### src/rtl/life_game_stepper_if.sv
// Cell-memory bus between the life stepper (master) and the memory/arbiter side (slave).
interface life_game_stepper_if;
  logic        bus_req;
  logic        bus_gnt;
  logic [6:0]  mem_addr;
  logic        mem_we;
  logic [31:0] mem_wdata;
  logic [31:0] mem_rdata;

  modport master (
    output bus_req,
    output mem_addr,
    output mem_we,
    output mem_wdata,
    input  bus_gnt,
    input  mem_rdata
  );

  modport slave (
    input  bus_req,
    input  mem_addr,
    input  mem_we,
    input  mem_wdata,
    output bus_gnt,
    output mem_rdata
  );
endinterface

### src/rtl/life_game_stepper.sv
// Game of Life generation engine: reads the 64x64 toroidal grid row by row over the
// cell-memory bus and writes each next-generation row back in place.
//
// state  | meaning
// IDLE   | bus released, waiting for start
// REQ    | bus_req high, waiting for bus_gnt
// LOAD   | read rows 63 and 0 into prev/cur (and row0_save), 5 cycles
// RD     | read row r+1 into next, 3 cycles
// WR     | write the new row r, low word then high word
// DONE   | one-cycle done pulse, count the generation
module life_game_stepper #(
  parameter logic [8:0] BIRTH   = 9'b000001000,
  parameter logic [8:0] SURVIVE = 9'b000001100
) (
  input  logic                       clk,
  input  logic                       rst,
  input  logic                       start,
  output logic                       busy,
  output logic                       done,
  output logic [15:0]                gen_count,
  life_game_stepper_if.master        bus
);

  localparam logic [2:0] S_IDLE = 3'd0;
  localparam logic [2:0] S_REQ  = 3'd1;
  localparam logic [2:0] S_LOAD = 3'd2;
  localparam logic [2:0] S_RD   = 3'd3;
  localparam logic [2:0] S_WR   = 3'd4;
  localparam logic [2:0] S_DONE = 3'd5;

  logic [2:0]  state;
  logic [2:0]  phase;
  logic [5:0]  row;
  logic [5:0]  row_nxt;
  logic [63:0] prev_row;
  logic [63:0] cur_row;
  logic [63:0] next_row;
  logic [63:0] row0_save;
  logic [63:0] new_row;

  // Rotations line each cell up with its west (col-1) and east (col+1) neighbour.
  logic [63:0] prev_w, prev_e, cur_w, cur_e, next_w, next_e;

  assign prev_w = {prev_row[62:0], prev_row[63]};
  assign prev_e = {prev_row[0], prev_row[63:1]};
  assign cur_w  = {cur_row[62:0], cur_row[63]};
  assign cur_e  = {cur_row[0], cur_row[63:1]};
  assign next_w = {next_row[62:0], next_row[63]};
  assign next_e = {next_row[0], next_row[63:1]};

  assign row_nxt = row + 6'd1;

  function automatic logic [3:0] nbr_count(input logic [7:0] v);
    logic [3:0] sum;
    sum = 4'd0;
    for (int i = 0; i < 8; i++) begin
      sum = sum + 4'(v[i]);
    end
    return sum;
  endfunction

  always_comb begin
    logic [3:0] n;
    new_row = '0;
    n       = 4'd0;
    for (int c = 0; c < 64; c++) begin
      n = nbr_count({prev_w[c], prev_row[c], prev_e[c],
                     cur_w[c], cur_e[c],
                     next_w[c], next_row[c], next_e[c]});
      new_row[c] = cur_row[c] ? SURVIVE[n] : BIRTH[n];
    end
  end

  assign busy        = (state == S_REQ) || (state == S_LOAD) ||
                       (state == S_RD)  || (state == S_WR);
  assign bus.bus_req = busy;
  assign done        = (state == S_DONE);

  // Address/data are only driven once the bus has been granted (LOAD/RD/WR).
  always_comb begin
    bus.mem_addr  = 7'd0;
    bus.mem_we    = 1'b0;
    bus.mem_wdata = 32'd0;
    case (state)
      S_LOAD: begin
        case (phase)
          3'd0:    bus.mem_addr = 7'd126;
          3'd1:    bus.mem_addr = 7'd127;
          3'd2:    bus.mem_addr = 7'd0;
          3'd3:    bus.mem_addr = 7'd1;
          default: bus.mem_addr = 7'd0;
        endcase
      end
      S_RD: begin
        if (phase == 3'd0) begin
          bus.mem_addr = {row_nxt, 1'b0};
        end else if (phase == 3'd1) begin
          bus.mem_addr = {row_nxt, 1'b1};
        end
      end
      S_WR: begin
        bus.mem_we    = 1'b1;
        bus.mem_addr  = {row, phase[0]};
        bus.mem_wdata = phase[0] ? new_row[63:32] : new_row[31:0];
      end
      default: ;
    endcase
  end

  always_ff @(posedge clk or negedge rst) begin
    if (!rst) begin
      state     <= S_IDLE;
      phase     <= 3'd0;
      row       <= 6'd0;
      prev_row  <= '0;
      cur_row   <= '0;
      next_row  <= '0;
      row0_save <= '0;
      gen_count <= 16'd0;
    end else begin
      case (state)
        S_IDLE: begin
          if (start) begin
            state <= S_REQ;
          end
        end
        S_REQ: begin
          if (bus.bus_gnt) begin
            state <= S_LOAD;
            phase <= 3'd0;
          end
        end
        S_LOAD: begin
          phase <= phase + 3'd1;
          case (phase)
            3'd1: prev_row[31:0]  <= bus.mem_rdata;
            3'd2: prev_row[63:32] <= bus.mem_rdata;
            3'd3: begin
              cur_row[31:0]   <= bus.mem_rdata;
              row0_save[31:0] <= bus.mem_rdata;
            end
            3'd4: begin
              cur_row[63:32]   <= bus.mem_rdata;
              row0_save[63:32] <= bus.mem_rdata;
              row              <= 6'd0;
              phase            <= 3'd0;
              state            <= S_RD;
            end
            default: ;
          endcase
        end
        S_RD: begin
          phase <= phase + 3'd1;
          if (phase == 3'd1) begin
            next_row[31:0] <= bus.mem_rdata;
          end else if (phase == 3'd2) begin
            next_row[63:32] <= bus.mem_rdata;
            phase           <= 3'd0;
            state           <= S_WR;
          end
        end
        S_WR: begin
          if (phase == 3'd0) begin
            phase <= 3'd1;
          end else begin
            phase <= 3'd0;
            if (row == 6'd63) begin
              state <= S_DONE;
            end else begin
              prev_row <= cur_row;
              cur_row  <= next_row;
              row      <= row_nxt;
              // Row 0 has already been overwritten; the last row wraps onto the saved copy.
              if (row_nxt == 6'd63) begin
                next_row <= row0_save;
                state    <= S_WR;
              end else begin
                state <= S_RD;
              end
            end
          end
        end
        S_DONE: begin
          gen_count <= gen_count + 16'd1;
          state     <= S_IDLE;
        end
        default: state <= S_IDLE;
      endcase
    end
  end

endmodule

### src/flat_wrapper.sv
// flat-port wrapper written by rule: the top's interface ports become plain ports
module life_game_stepper_flat 
#(
  parameter logic [8:0] BIRTH   = 9'b000001000,
  parameter logic [8:0] SURVIVE = 9'b000001100
)
  (clk, rst, start, busy, done, gen_count, bus_bus_req, bus_mem_addr, bus_mem_we, bus_mem_wdata, bus_bus_gnt, bus_mem_rdata);
  life_game_stepper_if bus_i ();
  input  logic clk;
  input  logic rst;
  input  logic start;
  output logic busy;
  output logic done;
  output logic [15:0] gen_count;
  output wire logic [$bits(bus_i.bus_req)-1:0] bus_bus_req;
  output wire logic [$bits(bus_i.mem_addr)-1:0] bus_mem_addr;
  output wire logic [$bits(bus_i.mem_we)-1:0] bus_mem_we;
  output wire logic [$bits(bus_i.mem_wdata)-1:0] bus_mem_wdata;
  input wire logic [$bits(bus_i.bus_gnt)-1:0] bus_bus_gnt;
  input wire logic [$bits(bus_i.mem_rdata)-1:0] bus_mem_rdata;
  assign bus_bus_req = bus_i.bus_req;
  assign bus_mem_addr = bus_i.mem_addr;
  assign bus_mem_we = bus_i.mem_we;
  assign bus_mem_wdata = bus_i.mem_wdata;
  assign bus_i.bus_gnt = bus_bus_gnt;
  assign bus_i.mem_rdata = bus_mem_rdata;
  life_game_stepper #(.BIRTH(BIRTH), .SURVIVE(SURVIVE)) u_core (.clk(clk), .rst(rst), .start(start), .busy(busy), .done(done), .gen_count(gen_count), .bus(bus_i));
endmodule
### config.mk
export PLATFORM = sky130hd
export DESIGN_NAME = life_game_stepper_flat
export DESIGN_NICKNAME = d
export VERILOG_FILES = /design/src/rtl/life_game_stepper_if.sv /design/src/rtl/life_game_stepper.sv /design/src/flat_wrapper.sv
export SDC_FILE = /design/constraint.sdc
export NUM_CORES = 1
export LEC_CHECK = 0
export CAP_MARGIN = 20
export CORE_ASPECT_RATIO = 1.4
export CORE_MARGIN = 5
export CORE_UTILIZATION = 55
export CTS_BUF_LIST = sky130_fd_sc_hd__clkbuf_4
export DETAILED_ROUTE_END_ITERATION = 8
export GPL_TIMING_DRIVEN = 0
export MAX_ROUTING_LAYER = met4
export PLACE_DENSITY_LB_ADDON = 0.25
export SLEW_MARGIN = 20
export SYNTH_ARGS = -nofsm -noshare
export SYNTH_HDL_FRONTEND = slang
export SYNTH_SLANG_ARGS = --single-unit
### constraint.sdc
create_clock -name clk -period 5.55 [get_ports clk]
set_input_delay 1.11 -clock clk [delete_from_list [all_inputs] [get_ports clk]]
set_output_delay 1.11 -clock clk [all_outputs]
set_load 0.01 [all_outputs]
==> results.py <==
metrics = {
    "synth": {
        "fraction_of_synthesized_area_in_multiplexers_pct": 4.635,
        "yosys_warnings": 0,
        "synth-simple-area-share_pct": 10.54,
        "post-synth-top-count-cell": "inv_1",
        "post_synth_most_frequent_cells": "inv_1, dfrtp_1, fa_1",
        "synth_sequential_area_ratio_pct": 29.55,
        "avgSynthCellArea_sq_um": 9.976,
        "synth-edff-count": 0,
        "synthesis.area_sq_um": 24050,
        "synthesis.instances": 2411,
        "synth_compound_gate_area_share_pct": 13.80,
        "synth_xor_xnor_area_share_pct": 0.6190,
        "synthAdderAreaFrac_pct": 31.71,
        "synth_top_family_by_area": "adder cells",
        "synth_area_leader_cell": "dfrtp_1",
        "synth-seq-cells": 284,
        "ys_async_sr_fraction_pct": 100.0,
        "dominantRegCellSynth": "dfrtp_1",
        "synthesis.nets": 2903,
        "post_synth_num_cell_types": 61,
        "yosys.area.top_type_share_pct": 29.55,
        "synth_top_cells_by_area": "dfrtp_1, fa_1, ha_1, inv_1, a21oi_1",
    },
    "timing": {
        "setup_viol_count_final": 1,
        "drv_slew": 0,
        "skew_ns": 0.03386,
        "max_freq_ghz": 0.1797,
        "unrepaired_setup_endpoints_after_global_routing": "yes",
        "final.period_utilization_pct": 100.3,
        "min_period_ns": 5.566,
        "worst_slew_pin_slew_ns": 0.9985,
        "tightest_slew_margin_relative_to_the_limit_pct": 33.44,
        "timing_hold_violations_final": 0,
        "final.setup.worst_slack_ns": -0.01561,
        "fin_hold_ws_ns": 0.3324,
    },
    "worst_setup_path": {
        "start_of_the_worst_register_to_register_path": "u_core.phase[0]",
        "cp.arrival_ns": 4.46,
        "crit_path_max_fanout": 3,
        "cpPeakStageDelay_ns": 0.52,
        "criticalPathCategory": "register to output pin",
        "cp-start-kind": "register",
        "timing.reg2reg.worst_path_depth": 8,
        "critical_path.cell_chain": "buf_6 > ha_4 > inv_2 > fa_1 > fa_1 > fa_2 > fa_2 > nor3_2 > mux2i_2 > a2111oi_4 > o21a_1 > buf_2",
        "timing.critical_path.to_type": "output pin",
        "r2r-end": "u_core.prev_row[21]",
        "required_ns": 4.44,
        "timing.critical_path.slowest_stage_cell": "fa_1",
        "regToRegSetupSlack_ns": 1.88,
    },
    "route": {
        "postRouteWirelength_um": 73620,
        "detail-route-antenna-nets": 0,
        "wl_per_cell_um": 22.51,
        "drtPass1Iterations": 7,
        "residual_drc": 0,
        "vias": 19620,
        "avgViaCountPerCell": 6.000,
        "detail_route.iter0.violations": 1577,
    },
    "grt": {
        "grt_remaining_overflow": 0,
        "grt_util_all_layers_pct": 31.39,
        "grt_first_pass_wirelength_um": 114900,
        "maximum_number_of_pins_on_one_net_before_global_route_repair": 79,
        "grt_antenna_before_repair": 2,
        "grt_pass1_vias": 21610,
    },
    "clocking": {
        "clock_tree.root_cell": "clkbuf_4",
        "worst_setup_hold_path_clk_slew_ns": 0.07,
        "cts_inserted_buffers": 77,
        "worst_skew_pair.late_latency_ns": 0.79,
        "cts_tree": "done",
        "clock_sink_count": 284,
        "htreeDepth": 3,
        "cts_hold_fix_bufs": 0,
        "maximum_number_of_buffers_from_clock_root_to_sink": 3,
    },
    "final_layout": {
        "num-nets-final": 3162,
        "syn2layout_area_growth_pct": 16.86,
        "post_route_cells_drive_above_1_share_pct": 21.58,
    },
    "die": {
        "fp.dieH_um": 257.4,
        "placeableCoreArea_sq_um": 43240,
        "num_rows": 90,
        "boundaryPins": 95,
        "die_area_sq_um": 48070,
        "die_extent_in_x_um": 186.7,
        "initial_standard_cell_utilization_of_the_core_pct": 55.63,
    },
    "outcome": {
        "violations_in_the_final_reports": "negative setup slack",
        "result_of_the_run": "finished, violations left",
    },
    "run": {
        "max-cap-violations": 0,
    },
    "power": {
        "p_per_area_nw_per_um2": 231.2,
        "worst_ir_drop_vdd_v": 0.0002052,
        "leakagePower_nw": 13.56,
    },
    "place": {
        "hpwlAfterDp_um": 53690,
        "io_buffer_count": 94,
        "gp_congestion": 0.9387,
        "post_placement_setup_slack_ns": -0.008077,
    },
    "hold_path": {
        "hp-class": "primary input to asynchronous set/reset pin",
    },
}
logic make-up (layout without fill, tap and decap cells):
logic type	after synthesis	after routing
buf+inv	559	863
compound gates	506	506
simple gates	486	486
fa+ha+maj	456	456
flops	284	284
mux	103	103
xor+xnor	17	17
other cells	0	3
state kept, by name, indices dropped and copies added (netlist names):
register and cells:
u_core.cur_row 64, u_core.state 3, u_core.row 6, u_core.next_row 64, u_core.prev_row 64, u_core.phase 3, u_core.row0_save 64, u_core.gen_count 16
worst max-delay path: cells and delay by family (launching register included):
kind,cells,cell delay (ns)
mux,1,0.12
flops,1,0.42
fa+ha+maj,5,2.10
simple gates,1,0.21
compound gates,2,0.54
buf+inv,3,0.29
through the flow:
step / instance area (sq um) / power, mW / util (%) / setup TNS, ns / std cells
floorplan: 24050 / 3.654 / - / 0 / 2411
global placement: 25680 / 4.078 / 59.40 / -2536.06 / 3057
detailed placement: 25800 / 4.290 / 59.67 / -0.008077 / 3062
CTS: 27610 / 6.379 / 63.85 / -0.1629 / 3236
global route: 28110 / 6.970 / 65.00 / -0.4412 / 3269
finish: 28110 / 6.499 / 65.01 / -0.01561 / 3270
power by group:
part / leakage (nW) / switching [mW] / internal (mW)
Combinational: 9.64 / 1.27 / 1.13
Sequential: 3.37 / 0.0696 / 2.15
Clock: 0.546 / 0.927 / 0.958
how the worst max path moves through the flow:
stage	startpoint	end	slack [ns]	depth (start not counted)
final	u_core.next_row[26]	bus_mem_wdata[25]	-0.02	12
after global routing	u_core.next_row[26]	bus_mem_wdata[25]	-0.10	12
after CTS	u_core.next_row[32]	bus_mem_wdata[31]	-0.1	12
after detailed placement	u_core.next_row[16]	bus_mem_wdata[16]	-0.008	11
after global placement	rst	u_core.row0_save[51]	-8.95	1
after floorplan	u_core.next_row[56]	bus_mem_wdata[24]	1.02	10
final cells by class:
class / instances / area, sq um
Antenna cell: 3 / 7.507
Inverter: 455 / 1712
Fill cell: 3491 / 15130
Tap cell: 552 / 690.7
Clock buffer: 105 / 788.3
Clock inverter: 19 / 125.1
Buffer: 104 / 509.2
Timing Repair Buffer: 180 / 1567
Multi-Input combinational cell: 1568 / 15530
Sequential cell: 284 / 7176
per-layer routing:
| layer | up-vias | wire length [um] | GRT usage [%] |
|---|---|---|---|
| met5 | - | 0 | - |
| met3 | 260 | 4481 | 5.301 |
| met2 | 825 | 37310 | 52.84 |
| met4 | 0 | 5129 | 19.89 |
| li1 | 8633 | - | - |
| met1 | 9902 | 26700 | 34.73 |
repair_timing:
item / in CTS / in global routing
setup endpoints to repair: 34 / 32
buffers inserted: 50 / 31
pin swaps: 78 / 97
gates resized for setup: 278 / 117
layout by cell type (no fill, tap or decap), types with 75 or more instances in the layout:
master and count:
fa_1 181, buf_4 76, nor2b_1 78, dfrtp_1 229
ha_1 193, nor2_1 141, fa_2 75, nand3_1 79
inv_1 446, a21oi_1 237, clkbuf_4 105
(Power assumes the default switching activity.)
